<file path="config.mk">
export PLATFORM = sky130hd
export DESIGN_NAME = pc_branch_unit
export DESIGN_NICKNAME = d
export VERILOG_FILES = /design/src/rtl/pc_branch_unit_pkg.sv /design/src/rtl/pc_branch_unit_target_calc.sv /design/src/rtl/pc_branch_unit.sv
export SDC_FILE = /design/constraint.sdc
export NUM_CORES = 1
export LEC_CHECK = 0
export CORE_ASPECT_RATIO = 1.1
export CORE_MARGIN = 10
export CORE_UTILIZATION = 25
export CTS_CLUSTER_SIZE = 14
export DETAILED_ROUTE_END_ITERATION = 7
export PLACE_DENSITY = 0.61
export SYNTH_ARGS = -nofsm -noshare
export SYNTH_HDL_FRONTEND = slang
export SYNTH_SLANG_ARGS = --single-unit
</file>
<file path="constraint.sdc">
create_clock -name Clk_in -period 5.33 [get_ports Clk_in]
set_input_delay 0.533 -clock Clk_in [delete_from_list [all_inputs] [get_ports Clk_in]]
set_output_delay 0.533 -clock Clk_in [all_outputs]
set_load 0.05 [all_outputs]
</file>
<file path="src/rtl/pc_branch_unit_pkg.sv">
// Shared processor package: PC width, reset vector default and the PC FSM state.
package pc_branch_unit_pkg;

  localparam int unsigned PC_W   = 32;
  localparam int unsigned JIDX_W = 26;

  localparam logic [PC_W-1:0] RESET_VECTOR_DEFAULT = 32'h0000_0000;

  typedef enum logic {
    ST_RUN   = 1'b0,
    ST_REDIR = 1'b1
  } pc_state_e;

endpackage

</file>
<file path="src/rtl/pc_branch_unit_target_calc.sv">
// Combinational redirect target computation for branches and jumps.
module pc_target_calc
  import pc_branch_unit_pkg::*;
(
  input  logic [PC_W-1:0]   pc_plus4,
  input  logic [PC_W-1:0]   branch_pc,
  input  logic [PC_W-1:0]   branch_offset,
  input  logic [JIDX_W-1:0] jump_index,
  output logic [PC_W-1:0]   branch_target,
  output logic [PC_W-1:0]   jump_target
);

  logic [PC_W-1:0] offset_bytes;

  // Word offset to byte offset; sum wraps modulo 2^32.
  always_comb begin
    offset_bytes  = branch_offset << 2;
    branch_target = branch_pc + offset_bytes;
    jump_target   = {pc_plus4[31:28], jump_index, 2'b00};
  end

endmodule

</file>
<file path="src/rtl/pc_branch_unit.sv">
// PC register, redirect FSM and pipeline flush generation.
// Optional macro BRANCH_DELAY_SLOT_EN: branch/jump delay slot executes, so no
// flushes are raised; the REDIR state is still entered.
module pc_branch_unit
  import pc_branch_unit_pkg::*;
#(
  parameter logic [PC_W-1:0] RESET_VECTOR = RESET_VECTOR_DEFAULT
) (
  input  logic              Clk_in,
  input  logic              Reset_in,
  input  logic              Stall_in,
  input  logic              BranchValid_in,
  input  logic              Branch_in,
  input  logic [PC_W-1:0]   BranchPC_in,
  input  logic [PC_W-1:0]   BranchOffset_in,
  input  logic              Jump_in,
  input  logic [JIDX_W-1:0] JumpTarget_in,
  output logic [PC_W-1:0]   PC_out,
  output logic [PC_W-1:0]   PCPlus4_out,
  output logic              FlushIF_out,
  output logic              FlushID_out,
  output logic              Misalign_out
);

  pc_state_e       state;
  logic [PC_W-1:0] branch_target;
  logic [PC_W-1:0] jump_target;
  logic            branch_taken;
  logic            jump_taken;
  logic            redirect;
  logic [PC_W-1:0] redirect_target;
  logic [PC_W-1:0] pc_next;

  assign PCPlus4_out = PC_out + 32'd4;

  pc_target_calc u_target_calc (
    .pc_plus4      (PCPlus4_out),
    .branch_pc     (BranchPC_in),
    .branch_offset (BranchOffset_in),
    .jump_index    (JumpTarget_in),
    .branch_target (branch_target),
    .jump_target   (jump_target)
  );

  // Redirect decode; in REDIR the branch/jump inputs belong to squashed bubbles.
  always_comb begin
    branch_taken    = BranchValid_in && Branch_in && (state == ST_RUN);
    jump_taken      = Jump_in && (state == ST_RUN) && !branch_taken;
    redirect        = branch_taken || jump_taken;
    redirect_target = branch_taken ? branch_target : jump_target;
    if (redirect)      pc_next = redirect_target;
    else if (Stall_in) pc_next = PC_out;
    else               pc_next = PCPlus4_out;
  end

  // PC register, FSM state and sticky misalignment flag.
  always_ff @(posedge Clk_in or posedge Reset_in) begin
    if (Reset_in) begin
      PC_out       <= RESET_VECTOR;
      state        <= ST_RUN;
      Misalign_out <= 1'b0;
    end else begin
      PC_out       <= pc_next;
      state        <= redirect ? ST_REDIR : ST_RUN;
      Misalign_out <= Misalign_out || (redirect && (redirect_target[1:0] != 2'b00));
    end
  end

  // Flushes are combinational and forced low during reset.
`ifdef BRANCH_DELAY_SLOT_EN
  assign FlushIF_out = 1'b0;
  assign FlushID_out = 1'b0;
`else
  assign FlushIF_out = !Reset_in && redirect;
  assign FlushID_out = !Reset_in && branch_taken;
`endif

endmodule

</file>
==> key figures, run 1 <==
Logic synthesis
  • Top-area cell type share of the netlist area: 0.203
  • Synth top area cells: dfrtp_1 (20%), ha_1 (9.0%), xnor2_1 (8.6%)
  • Mux share of post-synthesis cell area: 0.0180
  • Top_reg_cell synth: dfrtp_1
  • Syn_area_per_cell: roughly 7.5 um2
  • Mapped Cells: 555
  • Library cells used by synthesis: 66
  • Async S/R FF share, synth: 1.00
  • Sequential fraction of the synthesis area: 0.203
  • Syn nets: about 680
  • Synth area leader: dfrtp_1
  • Simple-Gate Fraction of Synth Area: 0.241
  • Synthesized area: 4180 um2
  • Compound-Gate Fraction of Synth Area: 0.265
  • Fraction of the mapped netlist area in adder cells: 0.0946
  • Synth warn: 0
  • Largest family of logic cells by synthesized area: compound AO/OA/AOI/OAI gates
  • #FFs+latches synth: 34
  • XOR/XNOR Fraction of Synth Area: 0.134
  • Post-synth EDFFs: 0

Routing
  • Vias per Instance: 4.98
  • Post-DR wirelength/cell: 17.9 um
  • Vias: 4485
  • Drt first pass iters: 5
  • DRC viols: 0
  • Final wirelength: roughly 16000 um
  • Final ANT Viol Nets: 0
  • Initial DRC Count: 333

Finish
  • Antenna fix cells: 0
  • Layout fillers: approximately 1700
  • Area growth, synth to finish: 45.5%
  • FF+latch area: ~850 um2
  • Share of cells above drive strength 1: 0.0431
  • Final Net Count: 822
  • Fin area: 6080 um2
  • Multi-input gate area: 3150 um2

Die
  • Die width: 143 um
  • Std-Cell Core Area: around 16000 um2
  • Die area: 22300 um2
  • Starting density of the core: 0.255
  • Die Ht: approximately 160 um
  • # rows: between 40 and 50
  • Num ports: ~160

Power
  • Worst IR Drop VDD: 0.139 mV
  • Leak Pwr: 2.34 nW
  • PwrDens: 324 nW/um2

Timing
  • Final Critical Period: 3.87 ns
  • Slew Viols, Final: 0
  • Max Clk Rate: 258 MHz
  • Final period utilization: 0.727
  • Worst slew pin tran: between 0.8 and 0.9 ns
  • RSZ-0062 raised after global routing: no
  • Finish-stage setup viols: 0
  • Worst Slack Setup Final: approximately 1.5 ns
  • Slew HR: 0.459
  • Post-route setup TNS: 0 ns
  • Hold Fails Final Rpt: 0
  • Clock skew: 0.00713 ns

Min path
  • Worst Hold End: Misalign_out
  • Hold Crit Depth: 1
  • Class of the worst hold path: flip-flop to flip-flop
  • Hold path start: Misalign_out

Worst setup path
  • CP required: 4.80 ns
  • FF-to-FF Start: PC_out[11]
  • R2R Setup Slk: 2.80 ns
  • R2r worst-path depth: 7
  • Setup CP Type: flip-flop to output pin
  • CP startpoint kind: flip-flop
  • CP Capture Type: output pin
  • Worst path arrival time: between 3 and 4 ns
  • RR Endpoint: PC_out[31]
  • Maximum fanout along the worst path: 6
  • Worst setup startpoint: PC_out[2]

Clock network
  • TritonCTS clock tree: done
  • Clock Path Buffers: 2
  • H-tree levels: 2
  • Post-CTS setup buffer count: 0
  • Worst skew pair latency: 0.28 ns
  • Cts repair resizes: 0
  • Num Clock Sinks: 34
  • CTS clk-pin slew, worst paths: 0.06 ns
  • CTS Hold Bufs: 0
  • Root buffer cell: clkbuf_16
  • Total CTS buffers: 5

Placement
  • Placed Area: 5940 um2
  • Worst slack, placed: roughly 1.7 ns
  • GP Congestion: 0.865
  • Post-DP HPWL: 13300 um
  • Port Buffers: 160

Global routing
  • Number of global-route vias before repair: about 4400
  • Initial antenna violation count: 0
  • Pin count of the biggest net entering global routing: 36
  • First-pass GRT wire length: 24800 um
  • GRT Resource Usage Total: 0.138
  • Total grt overflow: 0

Flow run
  • Max-Cap Viols: 0

Run status
  • Status: completed
[worst max-delay path, stage by stage (launching register included)]
cell and delay (ns):
dfrtp_1 0.42, ha_1 0.26, nand3_1 0.23, nor4_1 0.76, nand4_1 0.32, xnor2_1 0.21
clkdlybuf4s50_1 0.83
[where the power goes]
part / total [W] / internal [W] / switching [W]
combinational: 0.00125 / 0.000461 / 0.000793
sequential: 0.000425 / 0.000317 / 0.000108
clock: 0.000295 / 0.000185 / 0.000110
total: 0.00197 / 0.000964 / 0.00101
[cell usage in the layout, fill, tap and decap left out, types with 11 or more instances in the layout]
cell type / count
nand2_1: 56
inv_1: 14
nor3_1: 21
a21oi_1: 53
dfrtp_1: 34
xnor2_1: 41
a21o_1: 11
o21ai_0: 31
ha_1: 30
nand3_1: 20
xor2_1: 23
nand4_1: 13
nor2_1: 49
clkdlybuf4s50_1: 160
[metal layers]
layer / share of wire / GRT usage
met4: 0.016 / 0.0370
met3: 0.058 / 0.0231
met5: 0 / 0
met1: 0.46 / 0.183
met2: 0.46 / 0.227
[cells in the mapped netlist (all sizes together) (13+ instances only)]
cell type,number
o21ai,33
xor2,23
nor3,21
xnor2,41
buf,13
nor2,51
inv,14
nand4,13
clkbuf,18
ha,30
dfrtp,34
nand3,21
nand2,56
a21oi,55
[flip-flops by register name (all words and copies together), names as in the netlist]
register      flops
PC_out           32
Misalign_out      1
state             1
[layout make-up]
class,count,share of cell area
multi-input combinational,476,0.517
timing repair buffer,164,0.268
sequential,34,0.140
tap,204,0.0419
clock buffer,7,0.0234
inverter,14,0.00864
clock inverter,1,0.000823
[metrics by stage]
step           utilization  hold WS, ns  power (W)  cells
6_report             0.372        0.468    0.00197    900
5_1_grt              0.372        0.495    0.00208    900
4_1_cts              0.372        0.478    0.00199    900
3_5_place_dp         0.363        0.466    0.00169    892
3_3_place_gp         0.363        0.463    0.00168    892
2_1_floorplan            -        0.577    0.00124    555
[kinds of logic after synthesis]
group	after synthesis
adders and majority gates	31
muxes	7
and+or+nand+nor	207
xor gates and xnor gates	64
DFF	34
AOI/OAI and AO/OA	167
buffers and inverters	45
[how the worst max path moves through the flow]
stage | endpoint | slack (ns)
2_1_floorplan | PCPlus4_out[31] | 2.07
3_5_place_dp | PCPlus4_out[30] | 1.74
6_report | PCPlus4_out[30] | 1.46
3_3_place_gp | PCPlus4_out[30] | 1.77
4_1_cts | PCPlus4_out[30] | 1.43
5_1_grt | PCPlus4_out[30] | 1.20
Note: power is estimated with default switching activity, not from simulation.
==> inputs of run 2 (changes only) <==
- clock period: 5.33 -> 3.8 ns (I/O delays scaled with it)
==> run 2 against run 1 <==
Effect of this change: wire length grew 1.3%; worst setup slack got worse by 1.2 ns; core utilization about the same; clock skew is 0.00099 ns lower; combinational power is 41% higher; first-iteration DRC count fell by 3.6%; hold slack improved by 0.0050 ns; sequential cell count unchanged; cell count unchanged; register-to-register slack got worse by 1.4 ns; via count rose by 1.8%; critical path type unchanged; critical endpoint is now PCPlus4_out[31].
==> key figures, run 2 (same netlist as run 1, synthesis figures left out) <==
Run status
  • Status: completed

Worst setup path
  • Setup CP Type: flip-flop to output pin
  • CP Capture Type: output pin
  • R2R Setup Slk: between 1 and 1.5 ns
  • CP required: 3.42 ns
  • R2r worst-path depth: 7
  • CP startpoint kind: flip-flop
  • RR Endpoint: PC_out[31]
  • Slowest library cell on the worst path: clkdlybuf4s50_1
  • CP peak stage delay: 0.82 ns
  • Crit path cell chain: and4_1, nand2_1, nor3_1, nand4_1, nor2_1, xor2_1, clkdlybuf4s50_1
  • Worst path arrival time: 3.19 ns
  • FF-to-FF Start: PC_out[11]
  • Maximum fanout along the worst path: 7

Placement
  • Port Buffers: 160
  • Worst slack, placed: 0.535 ns
  • GP Congestion: 0.898
  • Post-DP HPWL: 13500 um
  • Post-placement cell count: 894

Routing
  • DRC viols: 0
  • Met2 wire len: 7740 um
  • Initial DRC Count: between 300 and 400
  • Final ANT Viol Nets: 0
  • Vias per Instance: 5.07
  • Metal-1 WL: 7290 um
  • DR top layer: met4
  • Wire length on met3: about 1100 um
  • Final wirelength: 16300 um
  • Post-DR wirelength/cell: 18.1 um
  • Vias: 4566
  • Drt first pass iters: 4

Power
  • P_int: 0.00135 W
  • Worst IR Drop VDD: 0.155 mV
  • NetSw: roughly 0.0014 W
  • Clock share of power: 0.147
  • Sw frac: 0.514
  • Comb pwr share: 0.637
  • Leak Pwr: 2.35 nW
  • PwrDens: roughly 450 nW/um2
  • Reg power frac: 0.216

Timing
  • Final Critical Period: 3.57 ns
  • Worst Slack Setup Final: 0.227 ns
  • Final period utilization: 0.940
  • Slew HR: 0.507
  • Worst slew pin tran: 0.736 ns
  • Clock skew: between 0.006 and 0.007 ns
  • RSZ-0062 raised after global routing: no
  • Hold Fails Final Rpt: 0
  • Post-route setup TNS: 0 ns
  • Slew Viols, Final: 0
  • Finish-stage setup viols: 0
  • Max Clk Rate: 280 MHz

Finish
  • Antenna fix cells: 0
  • Biggest regs: PC_out (32), Misalign_out (1), state (1)
  • Final cell count without fillers: 900
  • Final Net Count: 824
  • Biggest register: PC_out
  • Final core occ: 0.372
  • Area growth, synth to finish: 45.7%
  • Share of cells above drive strength 1: 0.0445
  • Most frequent cells in the layout: clkdlybuf4s50_1 (160), nand2_1 (56), a21oi_1 (53), nor2_1 (49), xnor2_1 (41)
  • Max reg flops: 32
  • Commonest non-fill, non-tap cell in the layout: clkdlybuf4s50_1
  • Multi-input gate area: 3150 um2
  • FF+latch area: 851 um2
  • Layout fillers: 1680

Clock network
  • H-tree levels: 2
  • CTS clk-pin slew, worst paths: roughly 0.05 ns
  • Num Clock Sinks: 34
  • Worst skew pair latency: between 0.2 and 0.3 ns
  • TritonCTS clock tree: done
  • Total CTS buffers: 5
  • CTS Hold Bufs: 0
  • Post-CTS setup buffer count: 0
  • Cts repair resizes: 0
  • Clock Path Buffers: 2
  • Root buffer cell: clkbuf_16

Global routing
  • Number of global-route vias before repair: 4606
  • Total grt overflow: 0
  • First-pass GRT wire length: 25000 um
  • GRT Resource Usage Total: 0.140
  • Initial antenna violation count: 0
  • Pin count of the biggest net entering global routing: 36

Min path
  • Hold path start: Misalign_out
  • Hold Crit Depth: 1
  • Class of the worst hold path: flip-flop to flip-flop
  • Worst Hold End: Misalign_out

Die
  • Die area: 22300 um2
  • Num ports: 163
  • Starting density of the core: 0.255
  • # rows: between 40 and 50
  • Die width: between 100 and 150 um
  • Die Ht: about 160 um
  • Std-Cell Core Area: 16400 um2

Flow run
  • Max-Cap Viols: 0
## run 2: cell types whose count changed in the layout (fill, tap and decap cells not counted)
cell      previous run  this run
buf_4                4         6
clkbuf_1             1         0
clkinv_2             1         0
## run 2: worst max-delay path: cells and delay by family, from the launching register on
| family | cells | cell delay [ns] |
|---|---|---|
| XOR/XNOR | 1 | 0.17 |
| flip-flops | 1 | 0.48 |
| buffers and inverters | 1 | 0.82 |
| AND/OR/NAND/NOR | 5 | 1.44 |
## run 2: power by group through the flow
stage / Combinational [W] / Clock, W / Sequential [W]
detailed placement: 0.00177 / 0 / 0.000601
global route: 0.00187 / 0.000429 / 0.000615
floorplan: 0.000892 / 0 / 0.000846
CTS: 0.00178 / 0.000419 / 0.000595
global placement: 0.00177 / 0 / 0.000596
finish: 0.00176 / 0.000406 / 0.000598
## run 2: worst max-delay path by stage
stage | start | endpoint | slack [ns]
after floorplan | PC_out[19] | PCPlus4_out[31] | 0.69
after detailed placement | PC_out[11] | PCPlus4_out[31] | 0.54
final | PC_out[11] | PCPlus4_out[31] | 0.23
after global routing | PC_out[11] | PCPlus4_out[31] | 0.07
after global placement | PC_out[11] | PCPlus4_out[31] | 0.55
after CTS | PC_out[11] | PCPlus4_out[31] | 0.22
## run 2: final cells by class
class                           count  share of cell area
Timing Repair Buffer              166               0.270
Sequential cell                    34               0.140
Clock buffer                        6              0.0228
Tap cell                          204              0.0419
Multi-Input combinational cell    476               0.517
Inverter                           14             0.00863
## run 2: stage by stage
stage	area [um2]	total power [W]	hold WS, ns
CTS	6090	0.00279	0.478
detailed placement	5950	0.00237	0.462
finish	6090	0.00277	0.473
global route	6090	0.00291	0.485
floorplan	4180	0.00174	0.519
global placement	5950	0.00236	0.466
## run 2: per-layer routing
layer  GRT usage  vias up
met5           0        -
met4      0.0384        0
met3      0.0286       13
met2       0.233      138
met1       0.180     2105
li1            -     2310
